`src/rtl/dbg_pkg.sv`:
```
// Shared state encoding and default sizing for the debug run controller.
package dbg_pkg;

    localparam int unsigned NUM_CH_DEF = 2;
    localparam int unsigned STEP_W_DEF = 8;

    typedef enum logic [1:0] {
        RUN  = 2'b00,
        HALT = 2'b01,
        STEP = 2'b10
    } ch_state_e;

endpackage

```
`src/rtl/dbg_ch_ctrl.sv`:
```
// One debug clock channel: run/halt/step FSM, step counter, breakpoint edge detect, clock gate.
module dbg_ch_ctrl
    import dbg_pkg::*;
#(
    parameter int unsigned STEP_W = STEP_W_DEF
) (
    input  logic              sys_clk,
    input  logic              dbg_rst,
    input  logic              halt_req,
    input  logic              resume_req,
    input  logic              step_req,
    input  logic [STEP_W-1:0] step_count,
    input  logic              bkpt,
    output logic              dbg_clk,
    output logic              halted,
    output logic              step_done,
    output logic              in_step_c
);

    ch_state_e         state;
    logic [STEP_W-1:0] cnt;
    logic              clk_en;
    logic              gate;
    logic              bkpt_q;
    logic              bkpt_rise;
    logic [STEP_W-1:0] step_load;

    // Breakpoint rising edge; held-high breakpoints do not re-trigger after resume.
    assign bkpt_rise = bkpt & ~bkpt_q;

    // A step count of zero is treated as a single-cycle step.
    assign step_load = (step_count == '0) ? '0 : step_count - STEP_W'(1);

    assign in_step_c = (state == STEP);

    // Channel FSM with registered halted/step_done and the breakpoint history register.
    always_ff @(posedge sys_clk or negedge dbg_rst) begin
        if (!dbg_rst) begin
            state     <= RUN;
            clk_en    <= 1'b1;
            cnt       <= '0;
            bkpt_q    <= 1'b0;
            halted    <= 1'b0;
            step_done <= 1'b0;
        end else begin
            bkpt_q    <= bkpt;
            step_done <= 1'b0;
            case (state)
                RUN: begin
                    if (halt_req || bkpt_rise) begin
                        state  <= HALT;
                        clk_en <= 1'b0;
                        halted <= 1'b1;
                    end
                end
                HALT: begin
                    if (!halt_req) begin
                        if (step_req) begin
                            state  <= STEP;
                            clk_en <= 1'b1;
                            cnt    <= step_load;
                            halted <= 1'b0;
                        end else if (resume_req) begin
                            state  <= RUN;
                            clk_en <= 1'b1;
                            halted <= 1'b0;
                        end
                    end
                end
                STEP: begin
                    if (halt_req) begin
                        state  <= HALT;
                        clk_en <= 1'b0;
                        halted <= 1'b1;
                    end else if (cnt == '0) begin
                        state     <= HALT;
                        clk_en    <= 1'b0;
                        halted    <= 1'b1;
                        step_done <= 1'b1;
                    end else begin
                        cnt <= cnt - STEP_W'(1);
                    end
                end
                default: begin
                    state  <= HALT;
                    clk_en <= 1'b0;
                    halted <= 1'b1;
                end
            endcase
        end
    end

    // Gate enable captured while sys_clk is low so the gated clock never glitches.
    always_ff @(negedge sys_clk or negedge dbg_rst) begin
        if (!dbg_rst) begin
            gate <= 1'b1;
        end else begin
            gate <= clk_en;
        end
    end

    assign dbg_clk = sys_clk & gate;

endmodule

```
`src/rtl/dbg_run_ctrl.sv`:
```
// Debug run controller: fans requests out to per-channel controllers and merges busy.
module dbg_run_ctrl
    import dbg_pkg::*;
#(
    parameter int unsigned NUM_CH = NUM_CH_DEF,
    parameter int unsigned STEP_W = STEP_W_DEF
) (
    input  logic              sys_clk,
    input  logic              dbg_rst,
    input  logic              halt_req,
    input  logic              resume_req,
    input  logic              step_req,
    input  logic [NUM_CH-1:0] ch_sel,
    input  logic [STEP_W-1:0] step_count,
    input  logic [NUM_CH-1:0] bkpt,
    output logic [NUM_CH-1:0] dbg_clk,
    output logic [NUM_CH-1:0] halted,
    output logic [NUM_CH-1:0] step_done,
    output logic              busy
);

    logic [NUM_CH-1:0] in_step;

    // One controller per channel; each request strobe is qualified by its ch_sel bit.
    for (genvar i = 0; i < int'(NUM_CH); i++) begin : g_ch
        dbg_ch_ctrl #(
            .STEP_W (STEP_W)
        ) u_ch (
            .sys_clk    (sys_clk),
            .dbg_rst    (dbg_rst),
            .halt_req   (halt_req   & ch_sel[i]),
            .resume_req (resume_req & ch_sel[i]),
            .step_req   (step_req   & ch_sel[i]),
            .step_count (step_count),
            .bkpt       (bkpt[i]),
            .dbg_clk    (dbg_clk[i]),
            .halted     (halted[i]),
            .step_done  (step_done[i]),
            .in_step_c  (in_step[i])
        );
    end

    assign busy = |in_step;

endmodule

```
`config.mk`:
```
export PLATFORM = sky130hd
export DESIGN_NAME = dbg_run_ctrl
export DESIGN_NICKNAME = d
export VERILOG_FILES = /design/src/rtl/dbg_pkg.sv /design/src/rtl/dbg_ch_ctrl.sv /design/src/rtl/dbg_run_ctrl.sv
export SDC_FILE = /design/constraint.sdc
export NUM_CORES = 1
export LEC_CHECK = 0
export CORE_ASPECT_RATIO = 0.6
export CORE_MARGIN = 4
export CORE_UTILIZATION = 58
export DETAILED_ROUTE_END_ITERATION = 16
export HOLD_SLACK_MARGIN = 0.08
export PLACE_DENSITY = 0.87
export SLEW_MARGIN = 20
export SYNTH_ARGS = -nofsm -noshare
export SYNTH_HDL_FRONTEND = slang
export SYNTH_SLANG_ARGS = --single-unit
```
`constraint.sdc`:
```
create_clock -name sys_clk -period 4.2 [get_ports sys_clk]
set_input_delay 1.26 -clock sys_clk [delete_from_list [all_inputs] [get_ports sys_clk]]
set_output_delay 1.26 -clock sys_clk [all_outputs]
set_load 0.05 [all_outputs]
```
==> results of run 1 <==
[how the worst max path moves through the flow]
stage / from / end / slack (ns) / cells past startpoint
finish: g_ch[1].u_ch.gate / dbg_clk[1] / -0.41 / 2
global route: g_ch[0].u_ch.gate / dbg_clk[0] / -0.46 / 2
CTS: g_ch[1].u_ch.gate / dbg_clk[1] / -0.41 / 2
detailed placement: g_ch[1].u_ch.gate / dbg_clk[1] / -0.54 / 2
global placement: g_ch[0].u_ch.gate / dbg_clk[0] / -0.54 / 2
floorplan: g_ch[0].u_ch.gate / dbg_clk[0] / 0.06 / 2
[placed cells by master, fill, tap and decap left out, drive strengths merged, types with 3 or more instances in the layout]
cell type and count:
dfrtp 24, nor2 23, clkdlybuf4s50 21, a21oi 18, inv 16, o21ai 16, nand2 9, nor3 9
clkbuf 9, ha 6, nand2b 6, nand3 5, or3 5, nor4 5, nor2b 4, o221ai 4
dfstp 4, and2 4, buf 4, a21o 3
[worst max-delay path, stage by stage (launching register included)]
cell and delay [ns]:
dfstp_2 0.51, and2_4 0.14, buf_8 0.14
[what timing repair did]
action / in CTS / in global routing
gates resized for setup: 18 / 0
pin swaps: 1 / 0
setup endpoints to repair: 4 / 4
hold endpoints to repair: 0 / 0
[metrics by stage]
stage	setup slack, ns	instances	utilization
2_1_floorplan	0.0611	198	-
3_3_place_gp	-0.537	255	0.689
3_5_place_dp	-0.539	255	0.689
4_1_cts	-0.410	265	0.739
5_1_grt	-0.456	265	0.739
6_report	-0.414	265	0.739
[logic make-up (layout without fill, tap and decap cells)]
| logic type | after synthesis | after routing | share of synthesized area |
|---|---|---|---|
| AOI/OAI and AO/OA | 56 | 56 | 0.207 |
| xor gates and xnor gates | 1 | 1 | 0.00500 |
| adders and majority gates | 6 | 6 | 0.0428 |
| buffers and inverters | 25 | 50 | 0.0728 |
| DFF | 28 | 28 | 0.403 |
| muxes | 3 | 3 | 0.0178 |
| and+or+nand+nor | 79 | 79 | 0.252 |
[registers in the layout (all words and copies together), names as in the netlist]
| signal | cells |
|---|---|
| g_ch.u_ch.state | 4 |
| g_ch.u_ch.cnt | 16 |
| g_ch.u_ch.bkpt_q | 2 |
| g_ch.u_ch.step_done | 2 |
| g_ch.u_ch.gate | 2 |
| g_ch.u_ch.clk_en | 2 |
[final cells by class]
class	count	share of cell area
multi-input cells	145	0.435
flip-flops and latches	28	0.332
repair buffers	23	0.106
clock buffers	11	0.0731
inverters	14	0.0247
well taps	42	0.0247
clock inverters	2	0.00354
[metal layers]
metal	share of wire	vias to the layer above	global-route usage	routed length (um)
met5	0	-	0	0
met2	0.44	83	0.320	1810
met3	0.11	13	0.102	437
met1	0.43	758	0.300	1770
li1	-	758	-	-
met4	0.026	0	0.129	107
[report_power, final]
group	internal, mW	leakage, nW	switching [mW]
clock	0.236	0.0980	0.167
sequential	0.375	0.334	0.0904
combinational	0.148	0.463	0.211
==> run metrics, run 1 <==
outcome=finished, violations left; failing checks=negative setup slack; synthesized cell area=around 1800 um^2; hold path cells=1; DRT iter0 DRCs=~150; share of the synthesized area in the top cell type=0.343; I/O pins=24; Yosys cell types=45; Max Cap Viol=0; critical path capture point type=primary output; CP Max Fanout=1; vias post-DR=roughly 1600; most common cell in the netlist=dfrtp_1; Fin Setup TNS=-0.809 ns; r2r endpoint=g_ch[1].u_ch.gate; Worst setup SP type=register; largest net degree at the start of global routing=17; multi-input logic area=925 um^2; RSZ-0062 raised after global routing=true; Antenna Cells=0; clock-pin slew on the worst setup and hold paths=around 0.09 ns; Pwr Total=about 1.2 mW; count of hold-fix buffers inserted at cts=0; HP Start=g_ch[0].u_ch.cnt[7]; Rows=15; Data arrival, critical path=between 3 and 4 ns; IO Port Bufs=23; hpwl dp=between 3000 and 4000 um; worst hold slack=0.529 ns; clock latency on the worst-skew pair=0.47 ns; CTS tree=yes; Max-slew headroom=0.651; VDD IR max=0.313 mV; Core Area=2870 um^2; Finished Cell Area=~2100 um^2; Top FF cell, synth=dfrtp_1; FF+latch area=about 710 um^2; Die Y=a little over 50 um; DIE AREA=around 4000 um^2; Crit Path Category=reg2out; Worst R2R Start=g_ch[1].u_ch.clk_en; clock skew after layout=roughly 0.080 ns; First-pass DRT Iterations=4; layout cells sized above 1=0.130; leading post-synthesis cells by instance count=24 x dfrtp_1, 22 x nor2_1, 18 x a21oi_1, 16 x o21ai_0, 15 x inv_1; Wirelength per Cell=15.6 um; post-CTS setup buffers=0; DRT Wirelength=4130 um; Fill cells=around 200; LEAKAGE=0.895 nW; vias in the first global route=1519; Seq/Total Area, Yosys=0.403; DRC=0; largest area contributor in the netlist=dfrtp_1; number of synthesized register bits=28; Die Width=between 70 and 80 um; GP Congestion=0.887; share of async-settable or async-resettable flops after synthesis=1.00; Pwr per Cell Area=roughly 580 nW/um^2; Slew Limit Fails=0; Worst Tran Pin Value=between 0.5 and 0.6 ns; first-pass GRT wire length=just under 7000 um; final setup fails=4; hold endpoint=g_ch[0].u_ch.cnt[7]; placed cell area=1980 um^2; R2R setup slack=1.57 ns; antenna violation net count after detailed routing=0; Fin. Hold Viols=0; Initial Util=0.610; Setup WS post-layout=-0.414 ns; HP Class=reg2reg; Data required, critical path=about 3 ns; Syn Area/Cell=8.85 um^2; Yosys warnings=0; EDFF count, synth=0; Area Growth Syn to Fin=21.1%; initial antenna violation count=0; top cells by area, synth=dfrtp_1 34%, dfstp_2 6.0%, a21oi_1 5.1%; Vias/cell=between 6 and 7; GRT Overall Usage=0.231; grt total ovfl=0; Post-Syn Instances=roughly 200; nets=around 250; FF-to-FF path depth=0; Mapped Nets=around 220
Note: power is estimated with default switching activity, not from simulation.
==> inputs of run 2 (changes only) <==
--- a/config.mk
+++ b/config.mk
@@ -5,6 +5,7 @@
 export SDC_FILE = /design/constraint.sdc
 export NUM_CORES = 1
 export LEC_CHECK = 0
+export CAP_MARGIN = 20
 export CORE_ASPECT_RATIO = 0.6
 export CORE_MARGIN = 4
 export CORE_UTILIZATION = 58
==> results of run 2 <==
The final DEF is identical to that of run 1; final timing and power are the same.
